### config.mk
export PLATFORM = sky130hd
export DESIGN_NAME = nibble_serial_adder_ctrl_flat
export DESIGN_NICKNAME = d
export VERILOG_FILES = /design/src/rtl/nibble_serial_adder_ctrl_if.sv /design/src/rtl/nibble_serial_adder_ctrl.sv /design/src/flat_wrapper.sv
export SDC_FILE = /design/constraint.sdc
export NUM_CORES = 1
export LEC_CHECK = 0
export ABC_CLOCK_PERIOD_IN_PS = 4950
export CORE_ASPECT_RATIO = 0.7
export CORE_MARGIN = 2
export CORE_UTILIZATION = 60
export DETAILED_ROUTE_END_ITERATION = 8
export DONT_BUFFER_PORTS = 1
export HOLD_SLACK_MARGIN = 0.08
export PLACE_DENSITY = 0.73
export SYNTH_ARGS = -nofsm -noshare
export SYNTH_HDL_FRONTEND = slang
export SYNTH_SLANG_ARGS = --single-unit
### constraint.sdc
create_clock -name clk -period 4.95 [get_ports clk]
set_input_delay 0.99 -clock clk [delete_from_list [all_inputs] [get_ports clk]]
set_output_delay 0.99 -clock clk [all_outputs]
set_load 0.02 [all_outputs]
### src/rtl/nibble_serial_adder_ctrl_if.sv
// Operand and result handshake bundle for the nibble-serial adder.
// master = operand source / result consumer, slave = the adder.
interface nibble_serial_adder_ctrl_if #(
  parameter int unsigned WIDTH = 16
);
  logic             in_valid;
  logic             in_ready;
  logic [WIDTH-1:0] a;
  logic [WIDTH-1:0] b;
  logic             sub;
  logic             cin;
  logic             out_valid;
  logic             out_ready;
  logic [WIDTH-1:0] sum;
  logic             cout;
  logic             ovf;

  modport master (
    output in_valid, a, b, sub, cin, out_ready,
    input  in_ready, out_valid, sum, cout, ovf
  );

  modport slave (
    input  in_valid, a, b, sub, cin, out_ready,
    output in_ready, out_valid, sum, cout, ovf
  );
endinterface

### src/rtl/nibble_serial_adder_ctrl.sv
// WIDTH-bit add/subtract built from one 4-bit carry-lookahead slice reused once per nibble,
// LSB nibble first, with a registered carry chaining the nibbles.
module nibble_serial_adder_ctrl #(
  parameter int unsigned WIDTH = 16
) (
  input logic                        clk,
  input logic                        rst_n,
  nibble_serial_adder_ctrl_if.slave  bus
);
  localparam int unsigned NIBBLES = WIDTH / 4;
  localparam int unsigned IdxW    = (NIBBLES > 1) ? $clog2(NIBBLES) : 1;
  localparam logic [IdxW-1:0] LastIdx = IdxW'(NIBBLES - 1);

  typedef enum logic [1:0] {StIdle, StRun, StDone} state_e;

  state_e            state_q;
  logic [IdxW-1:0]   idx_q;
  logic              carry_q;
  logic [WIDTH-1:0]  op_a_q;
  logic [WIDTH-1:0]  op_b_q;
  logic [WIDTH-1:0]  sum_q;
  logic              cout_q;
  logic              ovf_q;

  logic [3:0] nib_a;
  logic [3:0] nib_b;
  logic [3:0] p;
  logic [3:0] g;
  logic [4:0] c;
  logic [3:0] slice_sum;

  // Lookahead slice: all carries expressed directly from p, g and the carry-in.
  always_comb begin
    nib_a = op_a_q[{idx_q, 2'b00} +: 4];
    nib_b = op_b_q[{idx_q, 2'b00} +: 4];
    p     = nib_a ^ nib_b;
    g     = nib_a & nib_b;
    c[0]  = carry_q;
    c[1]  = g[0] | (p[0] & carry_q);
    c[2]  = g[1] | (p[1] & g[0]) | (p[1] & p[0] & carry_q);
    c[3]  = g[2] | (p[2] & g[1]) | (p[2] & p[1] & g[0]) | (p[2] & p[1] & p[0] & carry_q);
    c[4]  = g[3] | (p[3] & g[2]) | (p[3] & p[2] & g[1]) | (p[3] & p[2] & p[1] & g[0])
          | (p[3] & p[2] & p[1] & p[0] & carry_q);
    slice_sum = p ^ c[3:0];
  end

  always_ff @(posedge clk) begin
    if (!rst_n) begin
      state_q <= StIdle;
      idx_q   <= '0;
      carry_q <= 1'b0;
      op_a_q  <= '0;
      op_b_q  <= '0;
      sum_q   <= '0;
      cout_q  <= 1'b0;
      ovf_q   <= 1'b0;
    end else begin
      case (state_q)
        StIdle: begin
          if (bus.in_valid) begin
            // Subtraction is A + ~B + 1, so cin is replaced by the forced carry.
            op_a_q  <= bus.a;
            op_b_q  <= bus.sub ? ~bus.b : bus.b;
            carry_q <= bus.sub ? 1'b1 : bus.cin;
            idx_q   <= '0;
            sum_q   <= '0;
            cout_q  <= 1'b0;
            ovf_q   <= 1'b0;
            state_q <= StRun;
          end
        end
        StRun: begin
          sum_q[{idx_q, 2'b00} +: 4] <= slice_sum;
          carry_q                    <= c[4];
          if (idx_q == LastIdx) begin
            cout_q  <= c[4];
            ovf_q   <= c[3] ^ c[4];
            state_q <= StDone;
          end else begin
            idx_q <= idx_q + 1'b1;
          end
        end
        StDone: begin
          if (bus.out_ready) begin
            state_q <= StIdle;
          end
        end
        default: state_q <= StIdle;
      endcase
    end
  end

  assign bus.in_ready  = (state_q == StIdle);
  assign bus.out_valid = (state_q == StDone);
  assign bus.sum       = sum_q;
  assign bus.cout      = cout_q;
  assign bus.ovf       = ovf_q;
endmodule

### src/flat_wrapper.sv
// flat-port wrapper written by rule: the top's interface ports become plain ports
module nibble_serial_adder_ctrl_flat 
#(
  parameter int unsigned WIDTH = 16
)
  (clk, rst_n, bus_in_valid, bus_a, bus_b, bus_sub, bus_cin, bus_out_ready, bus_in_ready, bus_out_valid, bus_sum, bus_cout, bus_ovf);
  nibble_serial_adder_ctrl_if #(.WIDTH(WIDTH)) bus_i ();
  input logic clk;
  input logic rst_n;
  input wire logic [$bits(bus_i.in_valid)-1:0] bus_in_valid;
  input wire logic [$bits(bus_i.a)-1:0] bus_a;
  input wire logic [$bits(bus_i.b)-1:0] bus_b;
  input wire logic [$bits(bus_i.sub)-1:0] bus_sub;
  input wire logic [$bits(bus_i.cin)-1:0] bus_cin;
  input wire logic [$bits(bus_i.out_ready)-1:0] bus_out_ready;
  output wire logic [$bits(bus_i.in_ready)-1:0] bus_in_ready;
  output wire logic [$bits(bus_i.out_valid)-1:0] bus_out_valid;
  output wire logic [$bits(bus_i.sum)-1:0] bus_sum;
  output wire logic [$bits(bus_i.cout)-1:0] bus_cout;
  output wire logic [$bits(bus_i.ovf)-1:0] bus_ovf;
  assign bus_i.in_valid = bus_in_valid;
  assign bus_i.a = bus_a;
  assign bus_i.b = bus_b;
  assign bus_i.sub = bus_sub;
  assign bus_i.cin = bus_cin;
  assign bus_i.out_ready = bus_out_ready;
  assign bus_in_ready = bus_i.in_ready;
  assign bus_out_valid = bus_i.out_valid;
  assign bus_sum = bus_i.sum;
  assign bus_cout = bus_i.cout;
  assign bus_ovf = bus_i.ovf;
  nibble_serial_adder_ctrl #(.WIDTH(WIDTH)) u_core (.clk(clk), .rst_n(rst_n), .bus(bus_i));
endmodule
# After elaboration in Yosys (flattened, before gate mapping)
# Index checks and enable logic that the tools add are counted.
[word_totals]
register_bits = 55
out_inout_bits = 20
wordCells = 78
[op_classes]
addsub = 2
eq_ne = 7
shift = 4
n_mux = 19
bitwise_logic = 31
reduce_logical = 7
[ops]
columns = ["cell", "n"]
rows = [
  ["$mux W16", 2],
  ["$pmux W16 S2", 1],
  ["$shiftx A16 B5 Y4", 2],
  ["$and A1 B1 Y1", 16],
  ["$bwmux W16", 1],
  ["$not A16 Y16", 1],
  ["$shift A4 B6 Y16 const A", 1],
  ["$shiftx A4 B6 Y16", 1],
  ["$mux W2", 5],
  ["$or A1 B1 Y1", 10],
  ["$reduce_and A3 Y1", 3],
  ["$xor A4 B4 Y4", 2],
  ["$ne A2 B2 Y1 const B", 3],
  ["$neg A4 Y6", 1],
  ["$pmux W1 S2", 3],
  ["$pmux W2 S3", 1],
  ["$mux W1", 5],
  ["$and A4 B4 Y4", 1],
  ["$eq A2 B2 Y1 const B", 2],
  ["$pmux W2 S2", 1],
  ["$reduce_and A2 Y1", 2],
  ["$add A2 B1 Y2 const B", 1],
  ["$eq A2 B1 Y1 const B", 1],
  ["$logic_not A2 Y1", 1],
  ["other kinds (3)", 3],
]

# Longest topological paths before layout
# Gate-level depths: netlist of the first run.
[logic_depth]
word_depth = 10
mapped_depth = 7
mapped_depth_nobuf = 6

# Worst setup path before layout of the first run
# No wires, ideal clock.
[synth_timing]
path_kind = "register to register"
start = "register u_core.idx_q[0]"
end = "register u_core.sum_q[11], in the netlist u_core.bus.sum[11]"
setup_ps = 128
arrival_ps = 2353
required_ps = 4822
path_slack_ps = 2469
path_stages_with_launch = 8
n_path_buf = 1
period_less_slack_ps = 2481
cell_sequence = "dfxtp_1 buf_4 mux4_2 ha_1 a211o_1 a21oi_2 xor2_1 o21ai_0"
[synth_between]
elab_chain_cells = 10
[synth_lines]
columns = ["item", "line_no", "text"]
rows = [
  ["start: declaration", "nibble_serial_adder_ctrl.sv:17", "logic [IdxW-1:0] idx_q;"],
  ["start signal: assignment", "nibble_serial_adder_ctrl.sv:80", "idx_q <= idx_q + 1'b1;"],
  ["$shiftx A16 B5 Y4, on equally long branches", "nibble_serial_adder_ctrl.sv:34, nibble_serial_adder_ctrl.sv:35", ""],
  ["$xor A4 B4 Y4 or $and A4 B4 Y4 (tied branches)", "nibble_serial_adder_ctrl.sv:36, nibble_serial_adder_ctrl.sv:37", ""],
  ["$and A1 B1 Y1", "nibble_serial_adder_ctrl.sv:41", "c[3] = g[2] | (p[2] & g[1]) | (p[2] & p[1] & g[0]) | (p[2] & p[1] & p[0] & carry_q);"],
  ["$or A1 B1 Y1 or $and A1 B1 Y1 (tied branches) (2 in a row)", "nibble_serial_adder_ctrl.sv:41", ""],
  ["$or A1 B1 Y1", "nibble_serial_adder_ctrl.sv:41", ""],
  ["$xor A4 B4 Y4", "nibble_serial_adder_ctrl.sv:44", "slice_sum = p ^ c[3:0];"],
  ["$shiftx A4 B6 Y16", "nibble_serial_adder_ctrl.sv:73", "sum_q[{idx_q, 2'b00} +: 4] <= slice_sum;"],
  ["$bwmux W16 *", "nibble_serial_adder_ctrl.sv:73", ""],
  ["$pmux W16 S2 *", "nibble_serial_adder_ctrl.sv:58", "case (state_q)"],
  ["end signal: indexed assignment", "nibble_serial_adder_ctrl.sv:73", ""],
  ["end: declaration", "nibble_serial_adder_ctrl.sv:21", "logic [WIDTH-1:0] sum_q;"],
]
# Mark *: on every way between the ends. The rest lies on a longest branch, timed or not.
# A chain may end at the register's enable or synchronous reset.

# Worst setup path in the final report of the first run
# Same ends and word-level chain as after synthesis.

==> results of run 1 <==
## per-layer routing
metal | up-vias | GRT usage | share of wire
met5 | - | 0 | 0
li1 | 986 | - | -
met4 | 0 | 0.0632 | 0.011
met2 | 63 | 0.300 | 0.39
met1 | 909 | 0.343 | 0.50
met3 | 6 | 0.0655 | 0.092
## sequential cells by signal (all words and copies together) (netlist names)
| name | cells |
|---|---|
| u_core.bus.cout | 1 |
| u_core.bus.ovf | 1 |
| u_core.bus.sum | 16 |
| u_core.carry_q | 1 |
| u_core.idx_q | 2 |
| u_core.op_a_q | 16 |
| u_core.op_b_q | 16 |
| u_core.state_q | 2 |
## path summary, 6_finish.rpt
| path | end | startpoint | depth (start not counted) |
|---|---|---|---|
| worst max register to register | u_core.bus.sum[11] | u_core.idx_q[0] | 6 |
| worst min-delay path | u_core.op_a_q[10] | u_core.op_a_q[10] | 2 |
| worst max-delay path | u_core.bus.sum[11] | u_core.idx_q[0] | 6 |
| worst min register to register | u_core.op_a_q[10] | u_core.op_a_q[10] | 2 |
## worst max-delay path, cell delays in order (launching register included)
cell and delay, ns:
dfxtp_1 0.82, mux4_2 0.65, ha_1 0.33, a211o_1 0.32, a21oi_2 0.19, xor2_1 0.29, o21ai_0 0.13
## power breakdown
group,switching (uW),total (uW),internal [uW],leakage (uW)
clock network,147,274,128,0.0000505
logic,78.7,140,61.6,0.000479
registers,24.1,491,467,0.000450
## through the flow
stage          power, uW  hold WS, ns  cells   util
2_1_floorplan        616        0.433    287      -
3_3_place_gp         639        0.447    325  0.615
3_5_place_dp         640        0.444    325  0.615
4_1_cts              906        0.457    333  0.639
5_1_grt              951        0.493    333  0.639
6_report             905        0.458    333  0.639
## logic make-up after synthesis
| family | count (synthesis) |
|---|---|
| adder cells (fa/ha/maj) | 10 |
| flip-flops | 55 |
| multiplexers | 9 |
| AND/OR/NAND/NOR | 102 |
| buffers and inverters | 23 |
| AO/OA/AOI/OAI | 70 |
| XOR/XNOR | 18 |
## layout by cell type, fill, tap and decap left out, drive strengths merged, types with 2 or more instances in the layout
cell type,n
a211oi,18
a21o,4
a21oi,21
a22oi,9
a32oi,2
buf,2
clkbuf,7
dfxtp,55
ha,9
inv,4
mux4,8
nand2,43
nand2b,5
nand3,8
nand3b,2
nor2,33
nor2b,3
nor3b,2
nor4b,2
o21ai,8
o21bai,2
o31ai,2
xnor2,16
xor2,2
## layout make-up
cell class | count | area [um^2] | share of cell area
Clock buffer | 7 | 96.3 | 0.0352
Clock inverter | 1 | 7.51 | 0.00275
Inverter | 4 | 15.0 | 0.00549
Multi-Input combinational cell | 209 | 1430 | 0.523
Sequential cell | 55 | 1100 | 0.403
Tap cell | 55 | 68.8 | 0.0252
Timing Repair Buffer | 2 | 15.0 | 0.00549
==> flow_metrics.env, run 1 <==
export IMPL_dieArea_um2=4940
export IMPL_synth_ff_type="dfxtp_1"
export IMPL_synth_xor_area_frac=0.0599
export IMPL_syn_cell_area_um2=2630
export IMPL_io_buffers=0
export IMPL_die_w_um=83.1
export IMPL_clock_latency_ns=0.31
export IMPL_cellLeakagePower_uw=0.000980
export IMPL_yosys_warnings=0
export IMPL_area_delta_synth_final_pct=3.95
export IMPL_synthSimpleGateAreaFrac=0.179
export IMPL_relSlewSlack=0.495
export IMPL_drive_gt1_frac=0.0899
export IMPL_drv_slew=0
export IMPL_grt_pass1_vias=1715
export IMPL_finalSetupViolCount=0
export IMPL_status="finished, final reports clean"
export IMPL_required_ns=5.14
export IMPL_yosys_cell_types_count=41
export IMPL_cts_hold_buf=0
export IMPL_path_class="register to register"
export IMPL_grt_pass1_wl_um=8560
export IMPL_tightest_slew_ns=0.756
export IMPL_cp_arrival_ns=3.05
export IMPL_peakVddDrop_uv=217
export IMPL_muxShareOfSynthArea=0.0723
export IMPL_io_pins=58
export IMPL_setup_slack_ns=2.09
export IMPL_grt_usage=0.223
export IMPL_max_freq_mhz=349
export IMPL_finalCritPeriodShare=0.578
export IMPL_synth_area_top_cells="dfxtp_1, mux4_2, nand2_1, xnor2_1, nor2_1"
export IMPL_worst_setup_path_end_kind="register"
export IMPL_die_h_um=59.4
export IMPL_core_um2=4280
export IMPL_root_buffer="clkbuf_8"
export IMPL_wl_per_cell_um=16.0
export IMPL_cts_setup_buffers=0
export IMPL_cp_max_fo=15
export IMPL_post_route_drc_count=0
export IMPL_yosysMostFrequentCell="dfxtp_1"
export IMPL_diodes=0
export IMPL_power_density_nw_per_um2=331
export IMPL_yosysSeqAreaShare=0.419
export IMPL_clock_path_buffers=2
export IMPL_grt_overflow=0
export IMPL_num_rows=20
export IMPL_synth_edff_count=0
export IMPL_ant_nets=0
export IMPL_synth_common_cells="dfxtp_1, nand2_1, nor2_1, a21oi_1"
export IMPL_gp_congestion=0.831
export IMPL_grt_max_degree=50
export IMPL_post_synth_fa_ha_maj_area_fraction=0.0504
export IMPL_cts_tree="done"
export IMPL_synth_compound_area_share=0.179
export IMPL_clk_pin_slew_ns=0.10
export IMPL_final_hold_violation_count=0
export IMPL_syn_inst=287
export IMPL_drv_cap=0
export IMPL_period_minus_slack_ns=2.86
export IMPL_async_reset_ff_frac=0
export IMPL_numCtsBuffers=5
export IMPL_synth_avg_cell_area_um2=9.16
export IMPL_synth_top_cell_by_area="dfxtp_1"
export IMPL_drt_wl_total_um=5320
export IMPL_nNetsFinal=325
export IMPL_synth_top_family_by_area="compound AO/OA/AOI/OAI gates"
export IMPL_nFillCells=386
export IMPL_antenna_found_initial=0
export IMPL_tns_ns=0
export IMPL_place_hpwl_um=3860
export IMPL_rsz0062_at_grt="no"
export IMPL_finalInstanceArea_um2=2730
export IMPL_pre_cts_ws_ns=2.07
export IMPL_setup_worst_path_start_class="register"
export IMPL_syn_num_nets=335
export IMPL_initial_core_util=0.615
export IMPL_placed_area_um2=2630
export IMPL_ys_ff_latch=55
export IMPL_post_cts_resized=0
export IMPL_worst_clock_skew_ns=0.00843
export IMPL_min_path_type="register to register"
export IMPL_viasPerCell=5.90
export IMPL_cts_sinks=55
export IMPL_htreeDepth=2
export IMPL_vias=1964
export IMPL_r2r_slack_ns=2.09
export IMPL_drt_iter0_drc=147
export IMPL_firstDrtPassIters=4
export IMPL_synth_top_area_share=0.419
No activity file was read; power rests on OpenSTA's default activity.
==> inputs of run 2 (changes only) <==
Settings changed: ABC_CLOCK_PERIOD_IN_PS 4950 to 2700.
Clock period 4.95 ns to 2.7 ns, I/O delays scaled along.
==> flow_metrics.env, run 2 (synthesized netlist as in run 1, its figures left out) <==
export IMPL_power_density_nw_per_um2=580
export IMPL_die_h_um=59.4
export IMPL_relSlewSlack=0.618
export IMPL_firstDrtPassIters=4
export IMPL_finalCritPeriodShare=0.920
export IMPL_cellLeakagePower_uw=0.000986
export IMPL_htreeDepth=2
export IMPL_cts_setup_buffers=0
export IMPL_cp_max_fo=11
export IMPL_critPathSlowestCell="mux4_2"
export IMPL_crit_chain="buf_4 > mux4_2 > ha_1 > a211o_1 > a21oi_2 > xor2_1 > o21ai_0"
export IMPL_worst_setup_path_end_kind="register"
export IMPL_worst_clock_skew_ns=0.00552
export IMPL_antenna_found_initial=0
export IMPL_crit_family="compound AO/OA/AOI/OAI gates"
export IMPL_area_delta_synth_final_pct=4.04
export IMPL_numCtsBuffers=5
export IMPL_drt_iter0_drc=146
export IMPL_place_hpwl_um=3960
export IMPL_max_stage_delay_ns=0.57
export IMPL_clock_latency_ns=0.30
export IMPL_ant_nets=0
export IMPL_root_buffer="clkbuf_8"
export IMPL_die_w_um=83.1
export IMPL_drv_cap=0
export IMPL_path_class="register to register"
export IMPL_tightest_slew_ns=0.572
export IMPL_tns_ns=0
export IMPL_crit_buf_inv=1
export IMPL_post_cts_resized=0
export IMPL_drt_wl_total_um=5240
export IMPL_wl_per_cell_um=15.7
export IMPL_drv_slew=0
export IMPL_viasPerCell=5.83
export IMPL_layout_common_cells="dfxtp_1, nand2_1, nor2_1"
export IMPL_num_rows=20
export IMPL_gp_congestion=0.856
export IMPL_core_um2=4280
export IMPL_min_path_type="input pin to register"
export IMPL_vias=1952
export IMPL_io_buffers=0
export IMPL_finalSetupViolCount=0
export IMPL_grt_usage=0.219
export IMPL_required_ns=2.88
export IMPL_rsz0062_at_grt="no"
export IMPL_grt_max_degree=50
export IMPL_final_common_cell="dfxtp_1"
export IMPL_status="finished, final reports clean"
export IMPL_setup_worst_path_start_class="register"
export IMPL_io_pins=58
export IMPL_total_power_uw=1590
export IMPL_period_minus_slack_ns=2.48
export IMPL_cts_hold_buf=0
export IMPL_dieArea_um2=4940
export IMPL_cp_arrival_ns=2.67
export IMPL_nNetsFinal=329
export IMPL_cts_sinks=55
export IMPL_grt_pass1_wl_um=8380
export IMPL_peakVddDrop_uv=323
export IMPL_initial_core_util=0.615
export IMPL_cts_tree="done"
export IMPL_grt_pass1_vias=1666
export IMPL_r2r_slack_ns=0.22
export IMPL_clk_pin_slew_ns=0.09
export IMPL_post_route_drc_count=0
export IMPL_grt_overflow=0
export IMPL_clock_path_buffers=2
export IMPL_final_hold_violation_count=0
export IMPL_diodes=0
export IMPL_max_freq_mhz=403
export IMPL_nFillCells=365
export IMPL_drive_gt1_frac=0.0964
-- run 2: power by group --
group | switching, uW | internal [uW] | leakage, uW | total, uW
registers | 36.8 | 855 | 0.000450 | 892
logic | 154 | 118 | 0.000500 | 272
clock network | 250 | 173 | 0.0000361 | 423
-- run 2: cell type report --
| cell class | count | area [um^2] | share of cell area |
|---|---|---|---|
| Multi-Input combinational cell | 209 | 1430 | 0.523 |
| Sequential cell | 55 | 1100 | 0.402 |
| Timing Repair Buffer | 6 | 45.0 | 0.0165 |
| Tap cell | 55 | 68.8 | 0.0251 |
| Clock inverter | 1 | 7.51 | 0.00274 |
| Clock buffer | 5 | 68.8 | 0.0251 |
| Inverter | 4 | 15.0 | 0.00549 |
-- run 2: final timing paths --
check,cells after the start,from,endpoint
max,7,u_core.idx_q[0],u_core.bus.sum[11]
min,2,bus_a[1],u_core.op_a_q[1]
max reg2reg,7,u_core.idx_q[0],u_core.bus.sum[11]
min reg2reg,2,u_core.op_a_q[13],u_core.op_a_q[13]
-- run 2: per-stage QoR --
stage,area [um^2],hold slack [ns],utilization,setup slack [ns],std cells
3_3_place_gp,2660,0.445,0.622,0.276,329
5_1_grt,2740,0.359,0.639,0.0601,335
6_report,2740,0.355,0.639,0.216,335
3_5_place_dp,2660,0.450,0.622,0.223,329
2_1_floorplan,2630,0.433,-,0.219,287
4_1_cts,2740,0.355,0.639,0.208,335
-- run 2: metal layers --
| metal | track usage | part of all wire |
|---|---|---|
| met4 | 0.0632 | 0.0093 |
| met2 | 0.294 | 0.40 |
| met3 | 0.0557 | 0.068 |
| met1 | 0.342 | 0.52 |
| met5 | 0 | 0 |
==> inputs of run 3 (changes only) <==
Settings changed: SETUP_SLACK_MARGIN from default to 0.3.
==> flow_metrics.env, run 3 (synthesized netlist as in run 1, its figures left out) <==
export IMPL_num_rows=20
export IMPL_setup_worst_path_start_class="register"
export IMPL_min_path_type="input pin to register"
export IMPL_r2r_slack_ns=0.37
export IMPL_required_ns=2.89
export IMPL_gp_congestion=0.822
export IMPL_holdPathStages=2
export IMPL_nNetsFinal=333
export IMPL_peakVddDrop_uv=467
export IMPL_numCtsBuffers=5
export IMPL_path_class="register to register"
export IMPL_root_buffer="clkbuf_8"
export IMPL_critPathCapture="u_core.bus.sum[11]"
export IMPL_final_hold_violation_count=0
export IMPL_cts_sinks=55
export IMPL_setup_slack_ns=0.373
export IMPL_crit_start="u_core.idx_q[0]"
export IMPL_firstDrtPassIters=4
export IMPL_clk_pin_slew_ns=0.10
export IMPL_viasPerCell=5.83
export IMPL_cp_arrival_ns=2.52
export IMPL_grt_usage=0.228
export IMPL_post_route_drc_count=0
export IMPL_relSlewSlack=0.611
export IMPL_antenna_found_initial=0
export IMPL_wl_per_cell_um=16.3
export IMPL_initial_core_util=0.615
export IMPL_max_freq_mhz=430
export IMPL_layout_common_cells="dfxtp_1, nand2_1, nor2_1"
export IMPL_worst_setup_path_end_kind="register"
export IMPL_die_h_um=59.4
export IMPL_rr_worst_depth=6
export IMPL_final_common_cell="dfxtp_1"
export IMPL_grt_overflow=0
export IMPL_power_density_nw_per_um2=618
export IMPL_cellLeakagePower_uw=0.00104
export IMPL_status="finished, final reports clean"
export IMPL_drive_gt1_frac=0.122
export IMPL_clock_path_buffers=2
export IMPL_ant_nets=0
export IMPL_place_hpwl_um=4000
export IMPL_nFillCells=357
export IMPL_timing_rr_start="u_core.idx_q[0]"
export IMPL_core_um2=4280
export IMPL_drv_cap=0
export IMPL_grt_pass1_wl_um=8790
export IMPL_io_pins=58
export IMPL_dieArea_um2=4940
export IMPL_period_minus_slack_ns=2.33
export IMPL_htreeDepth=2
export IMPL_tightest_slew_ns=0.583
export IMPL_rsz0062_at_grt="yes"
export IMPL_cp_max_fo=6
export IMPL_drv_slew=0
export IMPL_tns_ns=0
export IMPL_die_w_um=83.1
export IMPL_vias=1988
export IMPL_drt_iter0_drc=98
export IMPL_drt_wl_total_um=5550
export IMPL_finalCritPeriodShare=0.862
export IMPL_area_delta_synth_final_pct=8.09
export IMPL_worst_clock_skew_ns=0.00489
export IMPL_total_power_uw=1760
export IMPL_io_buffers=0
export IMPL_clock_latency_ns=0.31
export IMPL_diodes=0
export IMPL_grt_pass1_vias=1732
export IMPL_finalSetupViolCount=0
export IMPL_r2r_end="u_core.bus.sum[11]"
export IMPL_cts_tree="done"
export IMPL_utilization=0.664
export IMPL_grt_max_degree=50
export IMPL_pre_cts_ws_ns=0.240
run 3: critical path, cell delays in order, from the launching register on:
cell     delay, ns
dfxtp_4       0.42
mux4_2        0.56
ha_1          0.33
a211o_1       0.35
a21oi_4       0.21
xor2_2        0.22
o21ai_0       0.12
run 3: layout make-up:
class                      count  area [um^2]  area share
tap                           55         68.8      0.0242
multi-input combinational    209         1450       0.508
inverter                       4         15.0     0.00528
timing repair buffer          10         87.6      0.0308
clock buffer                   6         82.6      0.0290
clock inverter                 2         38.8      0.0136
sequential                    55         1100       0.389
run 3: metal layers:
layer  wire length, um  vias up  GRT usage  part of all wire
li1                  -     1002          -                 -
met1              2810      918      0.344              0.51
met2              2310       64      0.318              0.42
met3               404        4     0.0682             0.073
met4                31        0     0.0562            0.0056
met5                 0        -          0                 0
run 3: what timing repair did:
item | 4_1_cts | 5_1_grt
resized for setup | 2 | 1
hold buffers | 0 | 0
endpoints found under the setup margin | 4 | 5
pin swaps | 0 | 1
endpoints found under the hold margin | 0 | 0
setup buffers | 0 | 5
run 3: power breakdown:
group,internal [uW],switching [uW],total (uW)
sequential,856,40.2,896
combinational,129,159,288
clock,305,269,574
run 3: worst min path at each step:
stage               slack, ns              start           endpoint
global route             0.34           bus_a[7]   u_core.op_a_q[7]
floorplan                0.43  u_core.op_a_q[10]  u_core.op_a_q[10]
global placement         0.44  u_core.op_a_q[12]  u_core.op_a_q[12]
CTS                      0.35           bus_a[6]   u_core.op_a_q[6]
detailed placement       0.45  u_core.op_a_q[10]  u_core.op_a_q[10]
finish                   0.36          bus_a[11]  u_core.op_a_q[11]
run 3: through the flow:
step | cell area (um^2) | hold slack (ns) | instances
after floorplan | 2640 | 0.433 | 287
after global placement | 2650 | 0.445 | 328
after detailed placement | 2650 | 0.447 | 328
after CTS | 2790 | 0.352 | 336
after global routing | 2840 | 0.342 | 341
final | 2840 | 0.356 | 341
==> RTL change 1: new RTL, flow settings as in run 3 <==
Encoding of `state_e`: now one-hot (3 bits for 3 states).
--- a/src/rtl/nibble_serial_adder_ctrl.sv
+++ b/src/rtl/nibble_serial_adder_ctrl.sv
@@ -13,3 +13,3 @@
 
-  typedef enum logic [1:0] {StIdle, StRun, StDone} state_e;
+  typedef enum logic [2:0] {StIdle = 3'b001, StRun = 3'b010, StDone = 3'b100} state_e;
 
Formal check against the unedited RTL: same outputs for any inputs over 10 cycles, from zero or initial values and one cycle with rst_n low; not proved beyond that.
==> RTL change 1 against run 3 <==
Setup slack worse by 17 ps; total power down 3.0%; maximum frequency down 0.73%; routed wire length up 0.40%; sequential cell count up 1; area after synthesis up 7.7%; design area up 5.3%.
==> RTL change 1: results (changes against run 3) <==
The commonest cells after synthesis are dfxtp_1, nand2_1, xnor2_1, a21boi_0, o211a_1. The arrival time reported for the critical path endpoint came out at 2560 ps (+40 ps). The share of cells above drive strength 1 is 13.0% (+0.74 points). The count of buffers inserted at the top-level ports is 0 (unchanged).

The sequential-to-total area share from yosys stat came out at 39.6% (-2.3 points). The cell-internal power came out at 1260 uW (-2.2%). By area the synthesized netlist is led by dfxtp_1, nand2_1, mux4_2. The global-route wire length before repair was 8820 um (+0.32%).

The DRC violation total after the first TritonRoute iteration came out at 101 (+3.1%). The via density per instance is 6.03 (+3.5%). The placed standard-cell area is 2840 um^2 (+6.9%). The non-filler instance count after layout is 340 (-0.29%). The largest fanout on the critical path came out at 7 (+1). The setup slack after placement is 255 ps (+14.6 ps). The worst slew slack as a fraction of its limit is 55.1% (-6.0 points).

The average routed wire per standard cell came out at 16.4 um (+0.69%). The worst clock skew is 11.1 ps (+6.19 ps). The flow ran to the end, and the final reports show no timing, DRC or antenna violations. The number of global-route vias before repair came to 1801 (+4.0%). The half-perimeter wire length after detailed placement came out at 4010 um (+0.43%). The leakage power of the design is 0.00127 uW (+23%). The final weighted congestion in routability-driven placement came to 0.837 (+1.9%). The largest net degree at the start of global routing came out at 60 (+20%). The worst IR drop on VDD came out at 364 uV (-22%). The mean post-synth cell area is 9.77 um^2 (+6.6%). The overall global routing resource usage is 22.0% (-0.79 points). The time the final worst path needs with I/O delays and setup is 2340 ps (+17.1 ps).
==> RTL change 1: cell types whose count changed after synthesis, sizes merged, moves of 4 or more <==
cell	delta
nor2	-26
a211oi	-18
a21boi	+18
o211a	+16
a21oi	-15
nand2	+13
nand3	-6
nor2b	+6
o21ai	-5
nor3	+4
==> RTL change 1: power groups by stage <==
stage | registers, uW | logic (uW) | clock network (uW)
2_1_floorplan | 908 | 209 | 0
3_3_place_gp | 921 | 226 | 0
3_5_place_dp | 921 | 230 | 0
4_1_cts | 901 | 231 | 573
5_1_grt | 908 | 265 | 602
6_report | 901 | 239 | 565
==> RTL change 1: worst paths after layout <==
kind / to / slack [ps]
worst max-delay path: u_core.bus.sum[15] / 360
worst min-delay path: u_core.state_q[0] / 300
worst max register to register: u_core.bus.sum[15] / 360
worst min register to register: u_core.op_a_q[13] / 470
==> RTL change 1: per-layer routing <==
metal / global-route usage (%) / routed length [um] / part of all wire (%) / vias to the layer above
met5: 0 / 0 / 0 / -
met4: 6.35 / 60 / 1.1 / 0
met3: 6.43 / 324 / 5.8 / 7
met2: 30.9 / 2240 / 40 / 50
met1: 32.7 / 2950 / 53 / 969
li1: - / - / - / 1025
==> RTL change 1: area by class of cell <==
| type | instances | area (um^2) |
|---|---|---|
| timing repair buffer | 8 | 60.1 |
| clock inverter | 3 | 47.5 |
| fill | 375 | 1440 |
| multi-input combinational | 210 | 1610 |
| inverter | 3 | 11.3 |
| sequential | 56 | 1130 |
| clock buffer | 5 | 68.8 |
| tap | 55 | 68.8 |
==> RTL change 1: timing repair <==
item / in CTS / in global routing
setup buffers: 0 / 4
pin swaps: 0 / 1
resized for setup: 1 / 2
endpoints found under the setup margin: 4 / 6
==> RTL change 1: kinds of logic after synthesis <==
family          synth area share, %
simple gates                   19.7
compound gates                 19.8
flops                          39.6
buf+inv                        3.93
xor+xnor                       5.57
fa+ha+maj                      4.68
mux                            6.71
==> RTL change 1: metrics by stage <==
step           power (uW)  hold WS, ps  util, %
2_1_floorplan        1120          440        -
3_3_place_gp         1150          453     64.0
3_5_place_dp         1150          456     64.0
4_1_cts              1710          303     66.7
5_1_grt              1770          302     67.6
6_report             1710          301     67.6
==> RTL change 2: new RTL, config.mk and constraints of run 3 <==
Made on the original files. `WIDTH` is set to 16 in 3 places; all go to 32.
--- a/src/rtl/nibble_serial_adder_ctrl_if.sv
+++ b/src/rtl/nibble_serial_adder_ctrl_if.sv
@@ -3,3 +3,3 @@
 interface nibble_serial_adder_ctrl_if #(
-  parameter int unsigned WIDTH = 16
+  parameter int unsigned WIDTH = 32
 );
--- a/src/rtl/nibble_serial_adder_ctrl.sv
+++ b/src/rtl/nibble_serial_adder_ctrl.sv
@@ -3,3 +3,3 @@
 module nibble_serial_adder_ctrl #(
-  parameter int unsigned WIDTH = 16
+  parameter int unsigned WIDTH = 32
 ) (
--- a/src/flat_wrapper.sv
+++ b/src/flat_wrapper.sv
@@ -3,3 +3,3 @@
 #(
-  parameter int unsigned WIDTH = 16
+  parameter int unsigned WIDTH = 32
 )
Interface: changed (resized bus_a, bus_b and bus_sum); port bits go from 58 to 106. No check against the original RTL was run, so the function may have changed too.
==> RTL change 2 against run 3 <==
Sequential cell count increased by 49; global-route usage increased by 1.6 points; worst hold slack worse by 43 ps; area after synthesis rose by 82%; first-iteration DRC count is 120% higher; setup slack got worse by 120 ps; maximum frequency fell by 4.7%; routed wire length rose by 95%; combinational power up 81%; total power up 96%; die area increased by 77%; design area up 90%; largest cell class unchanged.
==> RTL change 2: results (changes against run 3) <==
The run finished with clean final reports. The number of buffers created by CTS came to 9 (+4). The clock tree root driver cell is clkbuf_16.

The arrival time reported for the critical path endpoint is 2690 ps (+170 ps). In the post-synthesis netlist, the biggest area contributors are dfxtp_1, nand2_1, xnor2_1. The distinct cell type count after synthesis came out at 51 (+24%).

The Yosys warning count is 0 (unchanged). The maximum cell stage delay along the critical path came out at 510 ps (-50 ps). The global-route wire length before repair came to 16900 um (+92%). The leakage power of the design is 0.00191 uW (+84%). The worst clock skew came to 4.94 ps (+0.0557 ps).

The largest net degree at the start of global routing is 101 (+100%). The measured slew at the worst slew-check pin came out at 1000 ps (+419 ps). The first-pass detailed-route iteration total came out at 4 (unchanged). The placed standard-cell area came out at 4880 um^2 (+84%). The count of fill cells added during filler insertion came out at 601 (+68%). The setup slack after placement is -2.25 ps (-243 ps). The synthesized netlist net count is 615 (+84%). The commonest cells after synthesis are dfxtp_1, nand2_1, nor2_1, a21oi_1, a211oi_1. The cell-internal power was 2550 uW (+98%). The DRC violation total after the first TritonRoute iteration came out at 216 (+120%). The sequential-to-total area share from yosys stat was 43.4% (+1.5 points). The diode insertion count for antenna repair is 0 (unchanged). In this run the worst hold path is classified as in2reg.

The average routed wire per standard cell is 17.1 um (+5.0%). The final-stage net count came out at 608 (+83%). The overall global routing resource usage came to 24.4% (+1.6 points).

The H-tree depth came to 3 (+1). The count of buffers inserted at the top-level ports came to 0 (unchanged). The post-route antenna net violation count is 0 (unchanged). The share of async-settable or async-resettable flops after synthesis is 0% (unchanged). The total number of vias came out at 3729 (+88%). The clock latency on the worst-skew pair is 350 ps (+40 ps).

The maximum clock path buffer count was 2 (unchanged). The number of global-route vias before repair came out at 3345 (+93%). The cell with the largest stage delay on the worst path is mux4_2.

The family of cells with the greatest summed delay on the critical path is compound AO/OA/AOI/OAI gates. The half-perimeter wire length after detailed placement is 7200 um (+80%). The number of antenna violations at the first check in global routing is 0 (unchanged). The share of cells above drive strength 1 was 18.0% (+5.8 points). The worst IR drop on VDD is 698 uV (+50%). The clock edge transition at the registers on the reported setup and hold paths came out at 70 ps (-30 ps).

The final weighted congestion in routability-driven placement came out at 0.864 (+5.1%). The largest fanout on the critical path came out at 7 (+1).
RTL change 2: cell types whose count changed after synthesis, sizes merged, moves of 7 or more:
cell	change
dfxtp	+49
o21ai	+10
nand3	+18
a22oi	-7
nor2	+22
mux4	+8
nand2	+64
xnor2	+17
buf	+18
mux2	+9
a211oi	+16
a21oi	+18
RTL change 2: repair_timing:
item                                    CTS  global route
endpoints found under the hold margin     0             0
buffers inserted                          7             3
gates resized for setup                   9            44
cloned                                    0             0
endpoints found under the setup margin   35            31
pin swaps                                 3            16
RTL change 2: logic make-up (layout without fill, tap and decap cells):
logic type,count (synthesis),in the layout,share of synthesized area (%)
and+or+nand+nor,209,209,19.0
muxes,32,32,11.5
DFF,104,104,43.4
xor gates and xnor gates,33,33,6.02
AOI/OAI and AO/OA,102,102,13.0
buffers and inverters,45,43,4.33
adders and majority gates,10,10,2.76
RTL change 2: metrics by stage:
step           hold slack (ps)  total power (uW)  std cells
6_report                   313              3440        634
5_1_grt                    309              3570        634
4_1_cts                    307              3400        631
3_5_place_dp               447              2140        608
3_3_place_gp               439              2120        608
2_1_floorplan              432              2050        535
RTL change 2: path summary, 6_finish.rpt:
check             cells after the start  slack (ps)         startpoint           endpoint
setup / recovery                      9         260    u_core.idx_q[0]  u_core.bus.sum[2]
hold / removal                        1         310              rst_n  u_core.bus.sum[2]
setup reg to reg                      9         260    u_core.idx_q[0]  u_core.bus.sum[2]
hold reg to reg                       2         450  u_core.op_a_q[11]  u_core.op_a_q[11]
RTL change 2: final cells by class:
class                      count  area, um^2  share of cell area (%)
clock buffer                  14         274                    5.08
sequential                   104        2090                    38.7
multi-input combinational    386        2680                    49.7
timing repair buffer          21         193                    3.57
tap                          101         126                    2.34
inverter                       6        22.5                   0.418
clock inverter                 2        12.5                   0.232
RTL change 2: routing by layer:
layer / GRT usage [%] / routed length, um / up-vias
li1: - / - / 1836
met2: 35.0 / 4790 / 122
met3: 9.01 / 749 / 10
met5: 0 / 0 / -
met4: 5.25 / 92 / 0
met1: 35.3 / 5210 / 1761
RTL change 2: power by group through the flow:
stage	clock network, uW	logic (uW)	registers [uW]
6_report	1250	520	1670
5_1_grt	1330	569	1670
4_1_cts	1270	466	1660
3_5_place_dp	0	437	1700
3_3_place_gp	0	425	1700
2_1_floorplan	0	372	1680
